===== config.mk =====
export PLATFORM = sky130hd
export DESIGN_NAME = dense_streaming
export DESIGN_NICKNAME = d
export VERILOG_FILES = /design/src/rtl/dense_streaming.sv
export SDC_FILE = /design/constraint.sdc
export NUM_CORES = 2
export LEC_CHECK = 0
export ABC_CLOCK_PERIOD_IN_PS = 28000
export BUFFER_PORTS_ARGS = -buffer_cell sky130_fd_sc_hd__buf_4
export CORE_ASPECT_RATIO = 0.75
export CORE_MARGIN = 3
export CORE_UTILIZATION = 30
export CTS_BUF_LIST = sky130_fd_sc_hd__clkbuf_16
export CTS_CLUSTER_SIZE = 16
export DETAILED_ROUTE_END_ITERATION = 10
export PLACE_DENSITY = 0.54
export SLEW_MARGIN = 10
export SYNTH_ARGS = -nofsm -noshare
export SYNTH_HDL_FRONTEND = slang
export SYNTH_SLANG_ARGS = --single-unit

===== constraint.sdc =====
create_clock -name clk -period 28 [get_ports clk]
set_input_delay 1.4 -clock clk [delete_from_list [all_inputs] [get_ports clk]]
set_output_delay 1.4 -clock clk [all_outputs]
set_load 0.05 [all_outputs]

===== src/rtl/dense_streaming.sv =====
// dense_streaming: streaming fully-connected layer with requantised outputs.
//
// Activations arrive one per accepted cycle with their flat index. Each index
// drives a combinational weight-row read; the row returns one cycle later and
// is multiplied against the registered activation for all NOUT neurons in
// parallel. After the last index the sums are biased, arithmetically shifted,
// saturated to DATA_W and held on out_vec. out_valid pulses three cycles after
// the cycle carrying the last input.
//
// Ports:
//   clk, rst_n          clock, asynchronous active-low reset
//   in_valid/in_data/in_index   activation stream
//   w_rd_en/w_addr      weight-row read request (combinational copy of input)
//   w_data              weight row, one cycle after w_rd_en
//   bias                per-neuron bias, static during a frame
//   out_valid/out_vec   result pulse and held requantised logits
//   out_class           argmax of out_vec (zero unless DENSE_ARGMAX_EN)
//   busy, err           not-idle flag, sticky per-frame protocol error
//
// Optional feature: define DENSE_ARGMAX_EN to build the argmax comparator.
module dense_streaming #(
  parameter int IN_LEN = 1568,
  parameter int NOUT   = 10,
  parameter int DATA_W = 8,
  parameter int ACC_W  = 32,
  parameter int SHIFT  = 8
) (
  input  logic                          clk,
  input  logic                          rst_n,
  input  logic                          in_valid,
  input  logic signed [DATA_W-1:0]      in_data,
  input  logic [$clog2(IN_LEN)-1:0]     in_index,
  output logic                          w_rd_en,
  output logic [$clog2(IN_LEN)-1:0]     w_addr,
  input  logic signed [DATA_W-1:0]      w_data [NOUT],
  input  logic signed [ACC_W-1:0]       bias   [NOUT],
  output logic                          out_valid,
  output logic signed [DATA_W-1:0]      out_vec [NOUT],
  output logic [$clog2(NOUT)-1:0]       out_class,
  output logic                          busy,
  output logic                          err
);

  localparam int IW = $clog2(IN_LEN);
  localparam logic [IW-1:0] LAST_IDX = IW'(IN_LEN - 1);
  localparam logic signed [ACC_W-1:0] SAT_MAX = ACC_W'((64'sd1 <<< (DATA_W - 1)) - 64'sd1);
  localparam logic signed [ACC_W-1:0] SAT_MIN = ~SAT_MAX;

  typedef enum logic [1:0] {S_IDLE, S_ACCUM, S_FINISH, S_OUTPUT} state_t;

  state_t                     state_q, state_d;
  logic                       in_v_q, in_v_d;
  logic signed [DATA_W-1:0]   in_data_q, in_data_d;
  logic [IW-1:0]              exp_q, exp_d;
  logic                       err_q, err_d;
  logic                       out_valid_q, out_valid_d;
  logic signed [ACC_W-1:0]    acc_q [NOUT];
  logic signed [ACC_W-1:0]    acc_d [NOUT];
  logic signed [DATA_W-1:0]   out_vec_q [NOUT];
  logic signed [DATA_W-1:0]   out_vec_d [NOUT];

  logic signed [2*DATA_W-1:0] prod    [NOUT];
  logic signed [ACC_W-1:0]    mac     [NOUT];
  logic signed [ACC_W-1:0]    sum     [NOUT];
  logic signed [ACC_W-1:0]    shifted [NOUT];
  logic signed [DATA_W-1:0]   sat_v   [NOUT];

  // Stage-2 MAC plus requantisation. In FINISH the last product is still in
  // flight, so requantisation works from the post-MAC value rather than acc_q.
  always_comb begin
    for (int unsigned n = 0; n < NOUT; n++) begin
      prod[n]    = in_data_q * w_data[n];
      mac[n]     = in_v_q ? acc_q[n] + ACC_W'(prod[n]) : acc_q[n];
      sum[n]     = mac[n] + bias[n];
      shifted[n] = sum[n] >>> SHIFT;
      if (shifted[n] > SAT_MAX)      sat_v[n] = SAT_MAX[DATA_W-1:0];
      else if (shifted[n] < SAT_MIN) sat_v[n] = SAT_MIN[DATA_W-1:0];
      else                           sat_v[n] = shifted[n][DATA_W-1:0];
    end
  end

  always_comb begin
    state_d     = state_q;
    in_v_d      = 1'b0;
    in_data_d   = in_data_q;
    exp_d       = exp_q;
    err_d       = err_q;
    out_valid_d = 1'b0;
    acc_d       = mac;
    out_vec_d   = out_vec_q;
    unique case (state_q)
      S_IDLE: begin
        if (in_valid) begin
          if (in_index == '0) begin
            for (int unsigned n = 0; n < NOUT; n++) acc_d[n] = '0;
            err_d     = 1'b0;
            exp_d     = IW'(1);
            in_v_d    = 1'b1;
            in_data_d = in_data;
            state_d   = S_ACCUM;
          end else begin
            err_d = 1'b1;
          end
        end
      end
      S_ACCUM: begin
        if (in_valid) begin
          in_v_d    = 1'b1;
          in_data_d = in_data;
          exp_d     = exp_q + IW'(1);
          if (in_index != exp_q) err_d = 1'b1;
          if (in_index == LAST_IDX) state_d = S_FINISH;
        end
      end
      S_FINISH: begin
        out_vec_d = sat_v;
        if (in_valid) err_d = 1'b1;
        state_d = S_OUTPUT;
      end
      S_OUTPUT: begin
        if (in_valid) err_d = 1'b1;
        out_valid_d = 1'b1;
        state_d     = S_IDLE;
      end
      default: state_d = S_IDLE;
    endcase
  end

  always_ff @(posedge clk or negedge rst_n) begin
    if (!rst_n) begin
      state_q     <= S_IDLE;
      in_v_q      <= 1'b0;
      in_data_q   <= '0;
      exp_q       <= '0;
      err_q       <= 1'b0;
      out_valid_q <= 1'b0;
      for (int unsigned n = 0; n < NOUT; n++) begin
        acc_q[n]     <= '0;
        out_vec_q[n] <= '0;
      end
    end else begin
      state_q     <= state_d;
      in_v_q      <= in_v_d;
      in_data_q   <= in_data_d;
      exp_q       <= exp_d;
      err_q       <= err_d;
      out_valid_q <= out_valid_d;
      acc_q       <= acc_d;
      out_vec_q   <= out_vec_d;
    end
  end

`ifdef DENSE_ARGMAX_EN
  localparam int CW = $clog2(NOUT);
  logic [CW-1:0]            class_q, class_d, best_idx;
  logic signed [DATA_W-1:0] best_val;

  // Strict greater-than keeps the lowest index on ties.
  always_comb begin
    best_idx = '0;
    best_val = sat_v[0];
    for (int unsigned n = 1; n < NOUT; n++) begin
      if (sat_v[n] > best_val) begin
        best_idx = CW'(n);
        best_val = sat_v[n];
      end
    end
    class_d = (state_q == S_FINISH) ? best_idx : class_q;
  end

  always_ff @(posedge clk or negedge rst_n) begin
    if (!rst_n) class_q <= '0;
    else        class_q <= class_d;
  end

  assign out_class = class_q;
`else
  assign out_class = '0;
`endif

  assign w_rd_en   = in_valid;
  assign w_addr    = in_index;
  assign busy      = (state_q != S_IDLE);
  assign err       = err_q;
  assign out_valid = out_valid_q;
  assign out_vec   = out_vec_q;

endmodule


==> Yosys cells after proc, flatten, opt, wreduce, memory -nomap -nowiden <==
Index checks and enable logic that the tools add are counted.
{ "totals": {"out_inout_bits": 99, "word_cells": 153, "reg_bits": 424} }
{ "classes": {"multipliers": 10, "muxes": 57, "n_addsub": 21, "n_eq_ne": 11, "reduce_logical": 8, "order_cmp": 20} }
{ "ops": {"columns": ["cell", "n"], "rows": [
  ["two-way mux 320 bit", 3],
  ["adder 32 x 16 -> 32 bit", 10],
  ["adder 32 bit", 10],
  ["two-way mux 32 bit", 10],
  ["greater-than comparator 24 x 8 -> 1 bit, second input constant", 10],
  ["less-than comparator 24 x 8 -> 1 bit, second input constant", 10],
  ["two-way mux 8 bit", 23],
  ["multiplier 8 x 8 -> 16 bit", 10],
  ["two-way mux 11 bit", 3],
  ["case mux 11 bit (2 select lines)", 1],
  ["case mux 8 bit (2 select lines)", 1],
  ["AND reduction 4 bit", 3],
  ["adder 11 x 1 -> 11 bit, second input constant", 1],
  ["== test 11 bit, second input constant", 1],
  ["zero test 11 bit", 1],
  ["inequality test 11 bit", 1],
  ["inequality test 2 bit, second input constant", 5],
  ["two-way mux 1 bit", 9],
  ["two-way mux 2 bit", 4],
  ["case mux 2 bit (4 select lines)", 1],
  ["== test 2 bit, second input constant", 2],
  ["nonzero test 2 bit", 2],
  ["case mux 1 bit (3 select lines)", 1],
  ["== test 2 x 1 -> 1 bit, second input constant", 1],
  ["other kinds (4)", 4]
]} }

==> Logic depth before layout (Yosys ltp) <==
{ "depth": {"depth_word": 7, "ltp_mapped": 40, "mapped_depth_nobuf": 38} }

==> Worst setup path after synthesis <==
No wires, ideal clock.
{ "synth_path": {"path_kind": "input to register", "start": "input w_data[8] (netlist name)", "end": "register out_vec_q, in the netlist out_vec[10]", "required_time_ns": 27.923, "cell_stages": 31, "slack_ns": 17.930, "arrival_ns": 9.992, "setup_time_ns": 0.077, "cell_sequence": "and2_1 > fa_1 > fa_1 > fa_1 > fa_1 > ha_1 > ha_1 > a21o_1 > a21o_1 > a21o_1 > a21o_1 > a21o_1 > a221oi_1 > o21ai_0 > a21oi_1 > o21bai_1 > a21oi_1 > xnor2_1 > mux2_2 > ha_1 > a21o_1 > a21o_1 > a21oi_1 > nand2_1 > a31oi_1 > xor2_1 > or4b_1 > or4_4 > o41ai_4 > nand2_1 > a21oi_1"} }
{ "synth_between": {"elab_chain_len": 7, "elab_cells_between_ends": 8, "classes_between": "add/sub (2); mul (1); order compare (2); mux (3)"} }
{ "synth_rtl": {"columns": ["element", "line_no", "rtl"], "rows": [
  ["from (decl)", "35", "input logic signed [DATA_W-1:0] w_data [NOUT],"],
  ["multiplier 8 x 8 -> 16 bit *", "72", "prod[n] = in_data_q * w_data[n];"],
  ["adder 32 x 16 -> 32 bit *", "73", "mac[n] = in_v_q ? acc_q[n] + ACC_W'(prod[n]) : acc_q[n];"],
  ["two-way mux 32 bit *", "73", null],
  ["adder 32 bit *", "74", "sum[n] = mac[n] + bias[n];"],
  ["less-than comparator 24 x 8 -> 1 bit", "77", "else if (shifted[n] < SAT_MIN) sat_v[n] = SAT_MIN[DATA_W-1:0];"],
  ["two-way mux 8 bit", "77", null],
  ["two-way mux 8 bit *", "76", "if (shifted[n] > SAT_MAX) sat_v[n] = SAT_MAX[DATA_W-1:0];"],
  ["to (signal assigned)", "149", "out_vec_q <= out_vec_d;"],
  ["to (decl)", "59", "logic signed [DATA_W-1:0] out_vec_q [NOUT];"]
]} }
Every way passes the cells marked *; elsewhere a longest branch is shown, timed or not.
A chain may end at the register's enable or synchronous reset.

==> Worst setup path after layout <==
{ "layout_path": {"start": "register in_data_q[7]", "end": "register out_vec_q, in the netlist out_vec[3]"} }
{ "layout_between": {"elab_chain_len": 7, "elab_cells_between_ends": 8, "classes_between": "add/sub (2); mul (1); order compare (2); mux (3)"} }
{ "layout_rtl": {"columns": ["element", "line_no", "rtl"], "rows": [
  ["from (decl)", "53", "logic signed [DATA_W-1:0] in_data_q, in_data_d;"],
  ["from (signal assigned)", "144", "in_data_q <= in_data_d;"],
  ["multiplier 8 x 8 -> 16 bit *", "72", null],
  ["adder 32 x 16 -> 32 bit *", "73", null],
  ["two-way mux 32 bit *", "73", null],
  ["adder 32 bit *", "74", null],
  ["less-than comparator 24 x 8 -> 1 bit", "77", null],
  ["two-way mux 8 bit", "77", null],
  ["two-way mux 8 bit *", "76", null]
]} }
Marked as above.

==> impl_metrics.env <==
export IMPL_status="completed"
export IMPL_post_cts_resize_count=0
export IMPL_core_um2=285000
export IMPL_ys_warn_count=0
export IMPL_cp_num_buf_inv=6
export IMPL_r2r_start="in_data_q[7]"
export IMPL_hold_buffers=0
export IMPL_drt_total_wl_mm=267
export IMPL_reg2reg_slack_ns=17.43
export IMPL_fmax_mhz=94.6
export IMPL_start_util_pct=30.3
export IMPL_grt_max_degree=131
export IMPL_ios=521
export IMPL_grt_pass1_wl_mm=420
export IMPL_setup_violations_final=0
export IMPL_antenna_found_initial=49
export IMPL_grtUsageTotal_pct=18.2
export IMPL_end_kind="register"
export IMPL_netlist_area_leader_share_pct=31.5
export IMPL_hold_path_startpoint="out_vec[41]"
export IMPL_synth_cell_type_count=105
export IMPL_drive_gt1_share_pct=10.1
export IMPL_async_flop_share_pct=100
export IMPL_ys_seq_area_share_pct=12.3
export IMPL_min_to="out_vec[41]"
export IMPL_fin_worst_skew_ns=0.0425
export IMPL_r2r_end="out_vec[3]"
export IMPL_syn_area_per_cell_um2=9.56
export IMPL_period_needed_ns=10.57
export IMPL_portBuffers=516
export IMPL_cts_path_max_buffers=3
export IMPL_fin_crit_sh_pct=37.7
export IMPL_ys_top_cells_by_area="fa_1, ha_1, dfrtp_1"
export IMPL_synth_edf_count=0
export IMPL_placed_area_um2=94500
export IMPL_cts_reportedPaths_clkPinSlew_ns=0.06
export IMPL_die_area_um2=294000
export IMPL_viasPerCell=4.95
export IMPL_post_drt_wl_per_cell_um=20.1
export IMPL_cts_tree="yes"
export IMPL_cap_violations=0
export IMPL_antenna_left=0
export IMPL_relSlewSlack_pct=24.3
export IMPL_yosysTopAreaCell="fa_1"
export IMPL_fin_nets=12300
export IMPL_synthToLayoutAreaGrowth_pct=11.9
export IMPL_numCtsBuffers=67
export IMPL_reg2regPathDepth=36
export IMPL_fin_area_um2=96600
export IMPL_fin_cells=13300
export IMPL_htreeDepth=3
export IMPL_drc=0
export IMPL_gr_total_overflow=0
export IMPL_tightest_slew_ns=1.14
export IMPL_hold_viol=0
export IMPL_dpl_hpwl_mm=221
export IMPL_cp_top_family="compound AO/OA/AOI/OAI gates"
export IMPL_drt_pass1_iterations=6
export IMPL_fp_dieW_um=625
export IMPL_post_cts_setup_buffers=0
export IMPL_grt_pass1_vias=69300
export IMPL_rsz0062_at_grt="no"
export IMPL_worstPathArrival_ns=11.17
export IMPL_first_iter_violations=3727
export IMPL_max_stage_delay_ns=0.70
export IMPL_required_ns=28.60
export IMPL_place_gp_congestion=0.887
export IMPL_placed_cells=13100
export IMPL_synthesis_area_um2=86300
export IMPL_cts_sinks=424
export IMPL_min_path_type="reg -> reg"
export IMPL_critPathLaunch="in_data_q[7]"
export IMPL_worstSetupPathType="reg -> reg"
export IMPL_vias=65700
export IMPL_path_max_fanout=39
export IMPL_cts_root_buf="clkbuf_16"
export IMPL_min_path_cells=2
export IMPL_ys_ff_latch=424
export IMPL_syn_inst=9031
export IMPL_worstSkewPairLatency_ns=0.69
export IMPL_rows=169
export IMPL_cp_start_kind="register"
export IMPL_die_h_um=471
export IMPL_synth_ff_type="dfrtp_1"
export IMPL_fill_cells=29200
export IMPL_cp_slowest_cell="o41ai_2"
export IMPL_drv_slew=0
export IMPL_final_setup_tns_ns=0
export IMPL_cpMostUsedCell="fa_1"
==> layout by cell type, fill, tap and decap left out, drive strengths merged, types with 71 or more instances in the layout <==
| master | instances |
|---|---|
| and2 | 611 |
| a21o | 226 |
| dfrtp | 424 |
| o21ai | 337 |
| o21a | 100 |
| nand2b | 71 |
| a21oi | 493 |
| inv | 1098 |
| fa | 1360 |
| nor3 | 116 |
| ha | 1065 |
| nand3 | 125 |
| buf | 570 |
| mux2 | 185 |
| nand2 | 659 |
| xnor2 | 348 |
| nor2 | 463 |
| nor2b | 117 |
| xor2 | 148 |
==> per-stage QoR <==
stage | setup WS [ns] | util, % | hold WS [ns]
floorplan | 17.93 | - | 0.504
global placement | 16.79 | 33.2 | 0.486
detailed placement | 16.88 | 33.2 | 0.492
CTS | 17.39 | 33.9 | 0.511
global route | 16.41 | 33.9 | 0.549
finish | 17.43 | 33.9 | 0.511
==> registers in the layout, indices dropped and copies added, names as in the netlist <==
signal     count
acc_q        320
out_vec       80
exp_q         11
in_data_q      8
state_q        2
err            1
in_v_q         1
out_valid      1
==> worst max path at each step <==
stage / cells after the start / end / slack (ns)
floorplan: 31 / out_vec[10] / 17.93
global placement: 35 / out_vec[14] / 16.79
detailed placement: 35 / out_vec[9] / 16.88
CTS: 35 / out_vec[36] / 17.39
global route: 36 / out_vec[45] / 16.41
finish: 36 / out_vec[3] / 17.43
==> synthesized netlist by cell type, types with 27 or more instances <==
cell and count:
inv_1 1087, or3_1 39, nor2b_1 117, buf_1 27, nor3_1 116, a21o_1 226
nand4_1 69, xnor2_1 348, nor2_1 462, o21a_1 100, o31ai_1 34, o21ai_1 41
mux2i_1 31, ha_1 1065, clkbuf_1 193, and2_1 605, or2_2 39, a211oi_1 49
o22ai_1 33, mux2_2 183, a21oi_1 487, o21ai_0 294, fa_1 1360, o21bai_1 50
dfrtp_1 424, a31oi_1 57, nand2b_1 71, o211ai_1 31, nand3_1 125, nand2_1 659
nor4_1 41, xor2_1 148, and3_1 51
==> final cells by class <==
type,count,area (um2),area share (%)
clock inverter,49,359,0.372
timing repair buffer,570,4310,4.46
sequential,424,10600,11.0
tap,3762,4710,4.87
multi-input combinational,7275,70700,73.2
antenna,23,57.6,0.0596
clock buffer,69,1730,1.79
inverter,1097,4120,4.27
==> per-layer routing <==
metal | vias to the layer above | part of all wire (%) | GRT usage (%)
li1 | 31000 | - | -
met1 | 33100 | 49 | 26.7
met2 | 1308 | 44 | 28.4
met3 | 228 | 4.1 | 2.19
met4 | 2 | 2.3 | 4.32
met5 | - | 0.0049 | 0
==> logic make-up after synthesis <==
| group | after synthesis | synth area share (%) |
|---|---|---|
| multiplexers | 216 | 2.77 |
| buffers and inverters | 1335 | 5.89 |
| other | 1 | 0.00434 |
| flip-flops | 424 | 12.3 |
| XOR/XNOR | 500 | 5.14 |
| adder cells (fa/ha/maj) | 2425 | 47.0 |
| AND/OR/NAND/NOR | 2477 | 14.5 |
| AO/OA/AOI/OAI | 1653 | 12.4 |
==> worst register-to-register path: cells and delay by family, from the launching register on <==
| kind | cells | cell delay, ns |
|---|---|---|
| buffers and inverters | 6 | 1.23 |
| AO/OA/AOI/OAI | 14 | 3.57 |
| flip-flops | 1 | 0.58 |
| adder cells (fa/ha/maj) | 7 | 3.11 |
| AND/OR/NAND/NOR | 9 | 2.04 |
Power is left out: the tool's default activity adds up to more than one toggle a clock period on the data nets, which glitch-free logic cannot reach.
